`config.mk`:
```
export PLATFORM = sky130hd
export DESIGN_NAME = midi_msg_decoder
export DESIGN_NICKNAME = d
export VERILOG_FILES = /design/src/rtl/midi_msg_decoder.sv
export SDC_FILE = /design/constraint.sdc
export NUM_CORES = 1
export LEC_CHECK = 0
export ABC_AREA = 1
export CAP_MARGIN = 30
export CORE_UTILIZATION = 40
export DETAILED_ROUTE_END_ITERATION = 7
export PLACE_DENSITY = 0.65
export SYNTH_ARGS = -nofsm -noshare
export SYNTH_HDL_FRONTEND = slang
export SYNTH_SLANG_ARGS = --single-unit
```
`constraint.sdc`:
```
create_clock -name i_clk -period 2.1 [get_ports i_clk]
set_clock_uncertainty 0.2 [all_clocks]
set_input_delay 0.63 -clock i_clk [delete_from_list [all_inputs] [get_ports i_clk]]
set_output_delay 0.63 -clock i_clk [all_outputs]
set_load 0.02 [all_outputs]
```
`src/rtl/midi_msg_decoder.sv`:
```
// midi_msg_decoder: MIDI channel-voice message decoder with running status, SysEx skip and real-time pass-through
//   i_clk, i_rst (async, active-high), i_valid/i_data: byte stream from midi_rx
//   o_msg_valid/o_msg_type/o_channel/o_data1/o_data2: one-cycle complete-message record
//   o_rt_valid/o_rt_byte: one-cycle real-time byte pass-through
//   o_error: one-cycle pulse for a data byte with no running status
module midi_msg_decoder #(
    parameter logic [15:0] CHANNEL_MASK = 16'hFFFF,
    parameter bit          VEL0_IS_OFF  = 1'b1
) (
    input  logic       i_clk,
    input  logic       i_rst,
    input  logic       i_valid,
    input  logic [7:0] i_data,
    output logic       o_msg_valid,
    output logic [2:0] o_msg_type,
    output logic [3:0] o_channel,
    output logic [6:0] o_data1,
    output logic [6:0] o_data2,
    output logic       o_rt_valid,
    output logic [7:0] o_rt_byte,
    output logic       o_error
);
    typedef enum logic [1:0] {IDLE, WAIT_D1, WAIT_D2, SYSEX} state_t;
    state_t     state_q, state_d;
    logic [2:0] rs_type_q, rs_type_d, msg_type_q, msg_type_d, type_v;
    logic [3:0] rs_chan_q, rs_chan_d, channel_q, channel_d;
    logic [6:0] d1_q, d1_d, data1_q, data1_d, data2_q, data2_d, d1_v, d2_v;
    logic [7:0] rt_byte_q, rt_byte_d;
    logic       msg_valid_q, msg_valid_d, rt_valid_q, rt_valid_d, error_q, error_d;
    logic       is_data, is_rt, is_chan, is_sys, one_byte, done, emit;
    always_comb begin
        is_data  = i_valid && !i_data[7];
        is_rt    = i_valid && i_data >= 8'hF8;
        is_chan  = i_valid && i_data[7] && i_data < 8'hF0;
        is_sys   = i_valid && i_data >= 8'hF0 && i_data < 8'hF8;
        one_byte = rs_type_q == 3'd4 || rs_type_q == 3'd5;
        done     = is_data && (state_q == WAIT_D2 || (state_q == WAIT_D1 && one_byte));
        emit     = done && CHANNEL_MASK[rs_chan_q];
        d1_v     = state_q == WAIT_D2 ? d1_q : i_data[6:0];
        d2_v     = state_q == WAIT_D2 ? i_data[6:0] : 7'd0;
        // NOTE_ON with zero velocity is folded into NOTE_OFF when enabled
        type_v   = (VEL0_IS_OFF && rs_type_q == 3'd1 && d2_v == 7'd0) ? 3'd0 : rs_type_q;
        // any system-common byte other than F0 (including F7 ending SysEx) clears running status
        state_d  = is_chan ? WAIT_D1 :
                   (is_sys && i_data == 8'hF0) ? SYSEX :
                   is_sys ? IDLE :
                   (is_data && state_q == WAIT_D1 && !one_byte) ? WAIT_D2 :
                   done ? WAIT_D1 : state_q;
        rs_type_d   = is_chan ? i_data[6:4] : rs_type_q;
        rs_chan_d   = is_chan ? i_data[3:0] : rs_chan_q;
        d1_d        = (is_data && state_q == WAIT_D1) ? i_data[6:0] : d1_q;
        msg_valid_d = emit;
        msg_type_d  = emit ? type_v : msg_type_q;
        channel_d   = emit ? rs_chan_q : channel_q;
        data1_d     = emit ? d1_v : data1_q;
        data2_d     = emit ? d2_v : data2_q;
        rt_valid_d  = is_rt;
        rt_byte_d   = is_rt ? i_data : rt_byte_q;
        error_d     = is_data && state_q == IDLE;
    end
    always_ff @(posedge i_clk or posedge i_rst) begin
        if (i_rst) begin
            state_q     <= IDLE;
            rs_type_q   <= '0;
            rs_chan_q   <= '0;
            d1_q        <= '0;
            msg_valid_q <= 1'b0;
            msg_type_q  <= '0;
            channel_q   <= '0;
            data1_q     <= '0;
            data2_q     <= '0;
            rt_valid_q  <= 1'b0;
            rt_byte_q   <= '0;
            error_q     <= 1'b0;
        end else begin
            state_q     <= state_d;
            rs_type_q   <= rs_type_d;
            rs_chan_q   <= rs_chan_d;
            d1_q        <= d1_d;
            msg_valid_q <= msg_valid_d;
            msg_type_q  <= msg_type_d;
            channel_q   <= channel_d;
            data1_q     <= data1_d;
            data2_q     <= data2_d;
            rt_valid_q  <= rt_valid_d;
            rt_byte_q   <= rt_byte_d;
            error_q     <= error_d;
        end
    end
    assign o_msg_valid = msg_valid_q;
    assign o_msg_type  = msg_type_q;
    assign o_channel   = channel_q;
    assign o_data1     = data1_q;
    assign o_data2     = data2_q;
    assign o_rt_valid  = rt_valid_q;
    assign o_rt_byte   = rt_byte_q;
    assign o_error     = error_q;
endmodule

```
==> flow_summary.yaml, run 1 <==
die:
  dieArea_sq_um: 5300
  start_util_pct: 41.9
  die_x_microns: 72.8
  io_pins: 43
  num_rows: 25
  chipHeight_microns: 72.8
  core_sq_um: 4790
finish:
  mostFrequentLayoutCells: "nand2_1, dfrtp_1, o21ai_0"
  nets: 292
  drive_gt1_share_pct: 13.8
  postLayoutCellArea_sq_um: 2750
  synthToLayoutAreaGrowth_pct: 37.4
  layout_commonest_cell: "nand2_1"
  num_antenna_cells: 0
setup_path:
  critical_path_class: "reg -> out"
  start_kind: "flop"
  cp.arrival_ns: 1.22
  critPathTopFamily: "buffers and inverters"
  crit_buf_inv: 1
  path_cells: "clkdlybuf4s50_1"
  crit_fanout: 1
  slowest_delay_ns: 0.59
  critPathSlowestCell: "clkdlybuf4s50_1"
  cp-end-kind: "output pin"
  required_ns: 1.27
yosys:
  syn_nets: 235
  yosysWarnings: 0
  syn_area_per_cell_sq_um: 8.95
  ys_ff_latch: 48
  yosys.cell_types.count: 22
  synth_seq_area_share_pct: 59.9
  synthCells: 224
  netlist_area_sq_um: 2000
worst_hold_path:
  hold_class: "reg -> reg"
sta:
  max_freq_mhz: 488
  setup_viol: 0
  maxSlewViolCount: 0
  fin_crit_sh_pct: 97.6
  setup_tns_ns: 0
  rsz0062_at_grt: "false"
  hold_viol: 0
  period_minus_slack_ns: 2.05
  slew_headroom_pct: 82.9
  worst_slew_pin_slew_ns: 0.257
  postLayoutSetupSlackWorst_ns: 0.0502
route:
  routed_wl_microns: 4190
  vias: 1619
  via_per_inst: 4.64
  wl_per_cell_microns: 12.0
  detailedRoute.firstIterationViolations: 98
  drtAntennaViolNets: 0
  first_pass_iters: 4
  drcViolationCount: 0
clock_tree:
  postCtsSetupRepairBufs: 0
  cts-htree-levels: 2
  cts_buffers: 5
  clockRootBuffer: "clkbuf_8"
  holdBufCountCts: 0
  insertion_delay_ns: 0.30
  clkTransAtPathRegs_ns: 0.08
  cts_tree: "built"
  cts_num_sinks: 48
  cts_buffer_depth: 2
placed_design:
  dp_slack_ns: -0.134
  place.gp.congestion: 0.887
  dpl.hpwl_microns: 2940
  placed_cell_area_sq_um: 2610
  io_buffer_count: 42
status:
  status: "complete, no violations"
global_route:
  grtUsageTotal_pct: 18.2
  grt_max_degree: 49
  grt_pass1_vias: 1501
  gr-total-overflow: 0
  grt_pass1_wl_microns: 7200
  antenna_found_initial: 0
power_and_ir_drop:
  leakage_nw: 1.63
  cellPowerDensity_nw_per_um2: 1100
  total_power_mw: 3.04
  ir_drop_mv: 0.464
flow_run:
  maxCapViolCount: 0
## report_power, final
group          total (mW)  internal, mW  switching, mW
Clock               0.649         0.353          0.296
Sequential           1.36          1.21          0.150
Combinational        1.03         0.450          0.581
## worst paths after layout
| kind | startpoint | to | slack (ns) | depth (start not counted) |
|---|---|---|---|---|
| min reg2reg | o_channel[0] | o_channel[0] | 0.26 | 2 |
| min in group asynchronous | i_rst | o_rt_valid | 0.49 | 3 |
| max | o_error | o_error | 0.05 | 1 |
| max reg2reg | state_q[0] | o_msg_type[0] | 0.56 | 7 |
| max in group asynchronous | i_rst | o_channel[0] | 0.99 | 3 |
| min | o_channel[0] | o_channel[0] | 0.26 | 2 |
## flip-flops by register name, indices dropped and copies added (netlist names)
register     flops
o_rt_byte        8
state_q          2
o_channel        4
d1_q             7
rs_chan_q        4
o_error          1
o_data1          7
rs_type_q        3
o_data2          7
o_msg_valid      1
o_msg_type       3
o_rt_valid       1
## synth_stat cells, drive strengths merged
cell	instances	area, sq um
nand2	86	325
dfrtp	48	1200
o21ai	27	143
inv	17	63.8
nand3	16	85.1
nor2	13	61.3
buf	8	57.6
or2	5	31.3
a21oi	1	5.00
nand4	1	6.26
nor4	1	6.26
o21bai	1	18.8
## per-stage QoR
stage,util [%],hold WS (ns),cells
after global placement,54.5,0.254,341
after CTS,56.5,0.275,349
final,57.5,0.265,349
after global routing,57.5,0.286,349
after detailed placement,54.5,0.254,341
after floorplan,-,0.243,224
## kinds of logic after synthesis
logic type | synth area share (%)
AO/OA/AOI/OAI | 8.30
AND/OR/NAND/NOR | 25.7
flip-flops | 59.9
buffers and inverters | 6.05
## per-layer routing
layer	GRT usage [%]	vias to the layer above	part of all wire (%)	wire, microns
li1	-	815	-	-
met5	0	-	0	0
met4	7.41	0	1.2	51
met3	5.39	6	4.2	177
met2	28.1	44	47	1980
met1	24.0	754	47	1980
## final cells by class
cell class	count	area, sq um
Sequential cell	48	1200
Clock inverter	2	35.0
Multi-Input combinational cell	151	682
Inverter	17	63.8
Timing Repair Buffer	58	616
Clock buffer	6	72.6
Tap cell	67	83.8
Fill cell	445	2030
## repair_timing
| action | in CTS | in global routing |
|---|---|---|
| endpoints found under the setup margin | 10 | 20 |
| hold endpoints to repair | 0 | 0 |
| cloned | 0 | 0 |
| gates resized for setup | 10 | 20 |
No activity file was read; power rests on OpenSTA's default activity.
==> inputs of run 2 (changes only) <==
clock period = 2.4 ns   (was 2.1 ns; I/O delays follow)
==> run 2 against run 1 <==
Against the previous run: total power is 7.7% lower; register-to-register slack gained 0.13 ns; utilization fell by 1.4 points; setup slack improved by 0.16 ns; sequential share of layout area is 1.1 points higher; worst hold slack better by 0.0074 ns.
==> flow_summary.yaml, run 2 (synthesized netlist as in run 1, its figures left out) <==
status:
  status: "complete, no violations"
setup_path:
  critPathTopFamily: "buffers and inverters"
  path_cells: "clkdlybuf4s50_1"
  crit_fanout: 2
  reg2reg_from: "state_q[1]"
  cp-end-kind: "output pin"
  start_kind: "flop"
  slowest_delay_ns: 0.61
  critical_path_class: "reg -> out"
  crit_buf_inv: 1
  critPathSlowestCell: "clkdlybuf4s50_1"
  required_ns: 1.48
  startpoint: "o_channel[2]"
  cp.arrival_ns: 1.27
clock_tree:
  cts_buffer_depth: 2
  postCtsSetupRepairBufs: 0
  clockRootBuffer: "clkbuf_8"
  cts-htree-levels: 2
  cts_tree: "built"
  cts_buffers: 5
  post_cts_resized: 0
  holdBufCountCts: 0
  cts_num_sinks: 48
  clkTransAtPathRegs_ns: 0.08
  insertion_delay_ns: 0.29
placed_design:
  dpl.hpwl_microns: 2950
  io_buffer_count: 42
  place.gp.congestion: 0.852
  placed_cell_area_sq_um: 2560
global_route:
  grt_pass1_wl_microns: 6890
  met1_usage_pct: 21.8
  grt_max_degree: 31
  gr-total-overflow: 0
  grt_use_met3_pct: 2.90
  grtUsageMet2_pct: 29.4
  antenna_found_initial: 0
  grt-busiest-layer: "met2"
  grtUsageTotal_pct: 17.4
  grt_pass1_vias: 1507
route:
  wl_per_cell_microns: 11.9
  drtAntennaViolNets: 0
  detailedRoute.firstIterationViolations: 81
  vias: 1586
  via_per_inst: 4.62
  routed_wl_microns: 4070
  drcViolationCount: 0
  first_pass_iters: 4
power_and_ir_drop:
  p_int_mw: 1.91
  ir_drop_mv: 0.492
  leakage_nw: 1.30
  cellPowerDensity_nw_per_um2: 1040
  pwr-share-comb_pct: 33.8
  sw_frac_of_total_pct: 32.0
  clkPwrFrac_pct: 23.6
  power.switching_mw: 0.897
  seq_power_share_pct: 42.6
die:
  num_rows: 25
  start_util_pct: 41.9
  core_sq_um: 4790
  chipHeight_microns: 72.8
  die_x_microns: 72.8
  dieArea_sq_um: 5300
  io_pins: 43
sta:
  period_minus_slack_ns: 2.19
  maxSlewViolCount: 0
  setup_tns_ns: 0
  hold_viol: 0
  fin_crit_sh_pct: 91.3
  slew_headroom_pct: 72.5
  setup_viol: 0
  max_freq_mhz: 456
  rsz0062_at_grt: "false"
  worst_slew_pin_slew_ns: 0.411
finish:
  synthToLayoutAreaGrowth_pct: 34.1
  mostFrequentLayoutCells: "nand2_1, dfrtp_1, clkdlybuf4s50_1"
  postLayoutCellArea_sq_um: 2690
  drive_gt1_share_pct: 12.3
  layout_commonest_cell: "nand2_1"
  largest_reg_flops: 8
  nFillCells: 472
  num_antenna_cells: 0
  nets: 287
flow_run:
  maxCapViolCount: 0
worst_hold_path:
  hold_class: "reg -> reg"
  worstHoldStart: "o_channel[3]"
==> run 2: cell count changes in the layout (fill, tap and decap cells not counted), sizes merged <==
cell and change:
buf -5, dlymetal6s2s -20, dlygate4sd2 -10, bufinv +1
clkdlybuf4s50 +30, clkbuf -1, clkinv -1
==> run 2: layout make-up <==
| type | count | area (sq um) | share of cell area [%] |
|---|---|---|---|
| sequential | 48 | 1200 | 44.7 |
| clock inverter | 2 | 60.1 | 2.23 |
| timing repair buffer | 53 | 528 | 19.6 |
| tap | 67 | 83.8 | 3.12 |
| inverter | 17 | 63.8 | 2.37 |
| clock buffer | 5 | 68.8 | 2.56 |
| multi-input combinational | 151 | 682 | 25.4 |
==> run 2: power groups by stage <==
stage / combinational (mW) / clock (mW) / sequential, mW
floorplan: 0.322 / 0 / 1.39
global placement: 0.944 / 0 / 1.20
detailed placement: 0.955 / 0 / 1.21
CTS: 0.960 / 0.685 / 1.20
global route: 1.04 / 0.714 / 1.23
finish: 0.947 / 0.662 / 1.20
==> run 2: final timing paths <==
check                                to  slack (ns)  cells after the start
min                        o_channel[3]        0.27                      2
max in group asynchronous  rs_chan_q[1]        0.98                      3
max reg2reg                  state_q[1]        0.69                      8
min in group asynchronous  o_rt_byte[5]        0.53                      2
max                        o_channel[2]        0.21                      1
min reg2reg                o_channel[3]        0.27                      2
==> run 2: layer usage <==
layer	vias up	part of all wire, %
li1	808	-
met3	5	4.2
met2	41	48
met5	-	0
met1	732	46
met4	0	1.5
==> run 2: metrics by stage <==
| stage | total power, mW | utilization [%] | hold slack [ns] | std cells | setup WS, ns |
|---|---|---|---|---|---|
| floorplan | 1.72 | - | 0.243 | 224 | 0.336 |
| global placement | 2.14 | 53.5 | 0.251 | 336 | 0.102 |
| detailed placement | 2.17 | 53.5 | 0.255 | 336 | 0.0936 |
| CTS | 2.84 | 56.2 | 0.277 | 343 | 0.186 |
| global route | 2.98 | 56.2 | 0.290 | 343 | 0.158 |
| finish | 2.81 | 56.2 | 0.272 | 343 | 0.209 |
==> run 2: worst min-delay path: cells and delay by family, from the launching register on <==
kind | cells | cell delay [ns]
DFF | 1 | 0.35
and+or+nand+nor | 2 | 0.09
==> inputs of run 3 (changes only) <==
CORE_ASPECT_RATIO = 2   (was default)
==> run 3 against run 2 <==
Against the previous run: the flow now finishes with violations (design-rule violations); critical path depth stayed put; die area increased by 0.32%; maximum frequency is 1.1% lower; first-iteration DRC count down 31%; routed wire length increased by 3.2%; total power shrank 2.2%; register-to-register slack improved by 0.19 ns; setup slack got worse by 0.024 ns; clock-buffer cell count stayed put; worst hold slack better by 0.00065 ns; clock power fell by 9.2%; combinational power about the same; critical path type unchanged; critical endpoint is now o_data1[2]; largest cell class unchanged.
==> flow_summary.yaml, run 3 (synthesized netlist as in run 1, its figures left out) <==
status:
  status: "complete, but fails checks"
  violations: "design-rule violations"
setup_path:
  crit_buf_inv: 1
  cp-end-kind: "output pin"
  crit_fanout: 2
  critPathTopFamily: "buffers and inverters"
  path_cells: "clkdlybuf4s50_1"
  cp.arrival_ns: 1.30
  critPathSlowestCell: "clkdlybuf4s50_1"
  start_kind: "flop"
  required_ns: 1.48
  critical_path_class: "reg -> out"
  slowest_delay_ns: 0.61
finish:
  largest_reg_flops: 8
  num_antenna_cells: 0
  drive_gt1_share_pct: 12.6
  synthToLayoutAreaGrowth_pct: 33.4
  nets: 287
  mostFrequentLayoutCells: "nand2_1, dfrtp_1, clkdlybuf4s50_1"
  layout_commonest_cell: "nand2_1"
  nFillCells: 429
global_route:
  grtUsageTotal_pct: 17.9
  grt_pass1_vias: 1417
  gr-total-overflow: 0
  grt_pass1_wl_microns: 6890
  grt_max_degree: 49
  antenna_found_initial: 0
power_and_ir_drop:
  ir_drop_mv: 0.598
  cellPowerDensity_nw_per_um2: 1030
  leakage_nw: 1.30
die:
  chipHeight_microns: 102
  core_sq_um: 4820
  start_util_pct: 41.6
  num_rows: 36
  io_pins: 43
  die_x_microns: 52.1
  dieArea_sq_um: 5320
route:
  drtAntennaViolNets: 0
  detailedRoute.firstIterationViolations: 56
  wl_per_cell_microns: 12.6
  via_per_inst: 4.69
  vias: 1566
  first_pass_iters: 6
  routed_wl_microns: 4200
  drcViolationCount: 1
sta:
  fin_crit_sh_pct: 92.3
  worst_slew_pin_slew_ns: 0.362
  setup_tns_ns: 0
  max_freq_mhz: 451
  setup_viol: 0
  slew_headroom_pct: 75.7
  period_minus_slack_ns: 2.22
  hold_viol: 0
  maxSlewViolCount: 0
  postLayoutSetupSlackWorst_ns: 0.184
  rsz0062_at_grt: "false"
worst_hold_path:
  hold_class: "reg -> reg"
clock_tree:
  holdBufCountCts: 0
  clkTransAtPathRegs_ns: 0.10
  post_cts_resized: 0
  cts-htree-levels: 2
  clockRootBuffer: "clkbuf_8"
  cts_tree: "built"
  postCtsSetupRepairBufs: 0
  cts_buffer_depth: 2
  cts_buffers: 5
  insertion_delay_ns: 0.30
  cts_num_sinks: 48
placed_design:
  dpl.hpwl_microns: 3120
  io_buffer_count: 42
  place.gp.congestion: 0.834
  dp_slack_ns: 0.0892
flow_run:
  maxCapViolCount: 0
[run 3: path summary, 6_finish.rpt]
check	from	endpoint	slack, ns	depth (start not counted)
hold reg to reg	o_rt_byte[4]	o_rt_byte[4]	0.27	1
max in group asynchronous	i_rst	d1_q[0]	1.22	3
hold / removal	o_rt_byte[4]	o_rt_byte[4]	0.27	1
setup / recovery	o_data1[2]	o_data1[2]	0.18	1
setup reg to reg	state_q[1]	o_msg_type[1]	0.88	7
min in group asynchronous	i_rst	o_msg_type[2]	0.57	3
[run 3: report_power, final]
| part | internal (mW) | switching (mW) |
|---|---|---|
| clock | 0.314 | 0.287 |
| combinational | 0.445 | 0.504 |
| sequential | 1.06 | 0.138 |
[run 3: final cells by class]
| type | instances | area (sq um) | share of cell area, % |
|---|---|---|---|
| clock buffers | 5 | 68.8 | 2.57 |
| clock inverters | 3 | 46.3 | 1.73 |
| inverters | 17 | 63.8 | 2.39 |
| multi-input cells | 151 | 682 | 25.5 |
| flip-flops and latches | 48 | 1200 | 44.9 |
| well taps | 57 | 71.3 | 2.67 |
| repair buffers | 53 | 541 | 20.2 |
[run 3: per-layer routing]
metal / share of wire (%) / vias to the layer above / wire, microns / GRT usage, %
met3: 2.4 / 5 / 99 / 3.13
met2: 55 / 34 / 2330 / 30.6
met1: 41 / 716 / 1720 / 21.9
li1: - / 811 / - / -
met4: 1.4 / 0 / 60 / 6.86
met5: 0 / - / 0 / 0
[run 3: per-stage QoR]
stage / power, mW / cells / area [sq um] / util (%) / hold slack [ns]
final: 2.74 / 334 / 2670 / 55.5 / 0.273
after global routing: 2.93 / 334 / 2670 / 55.5 / 0.292
after CTS: 2.78 / 334 / 2670 / 55.5 / 0.279
after detailed placement: 2.17 / 326 / 2560 / 53.1 / 0.255
after global placement: 2.16 / 326 / 2560 / 53.1 / 0.254
after floorplan: 1.72 / 224 / 2000 / - / 0.243
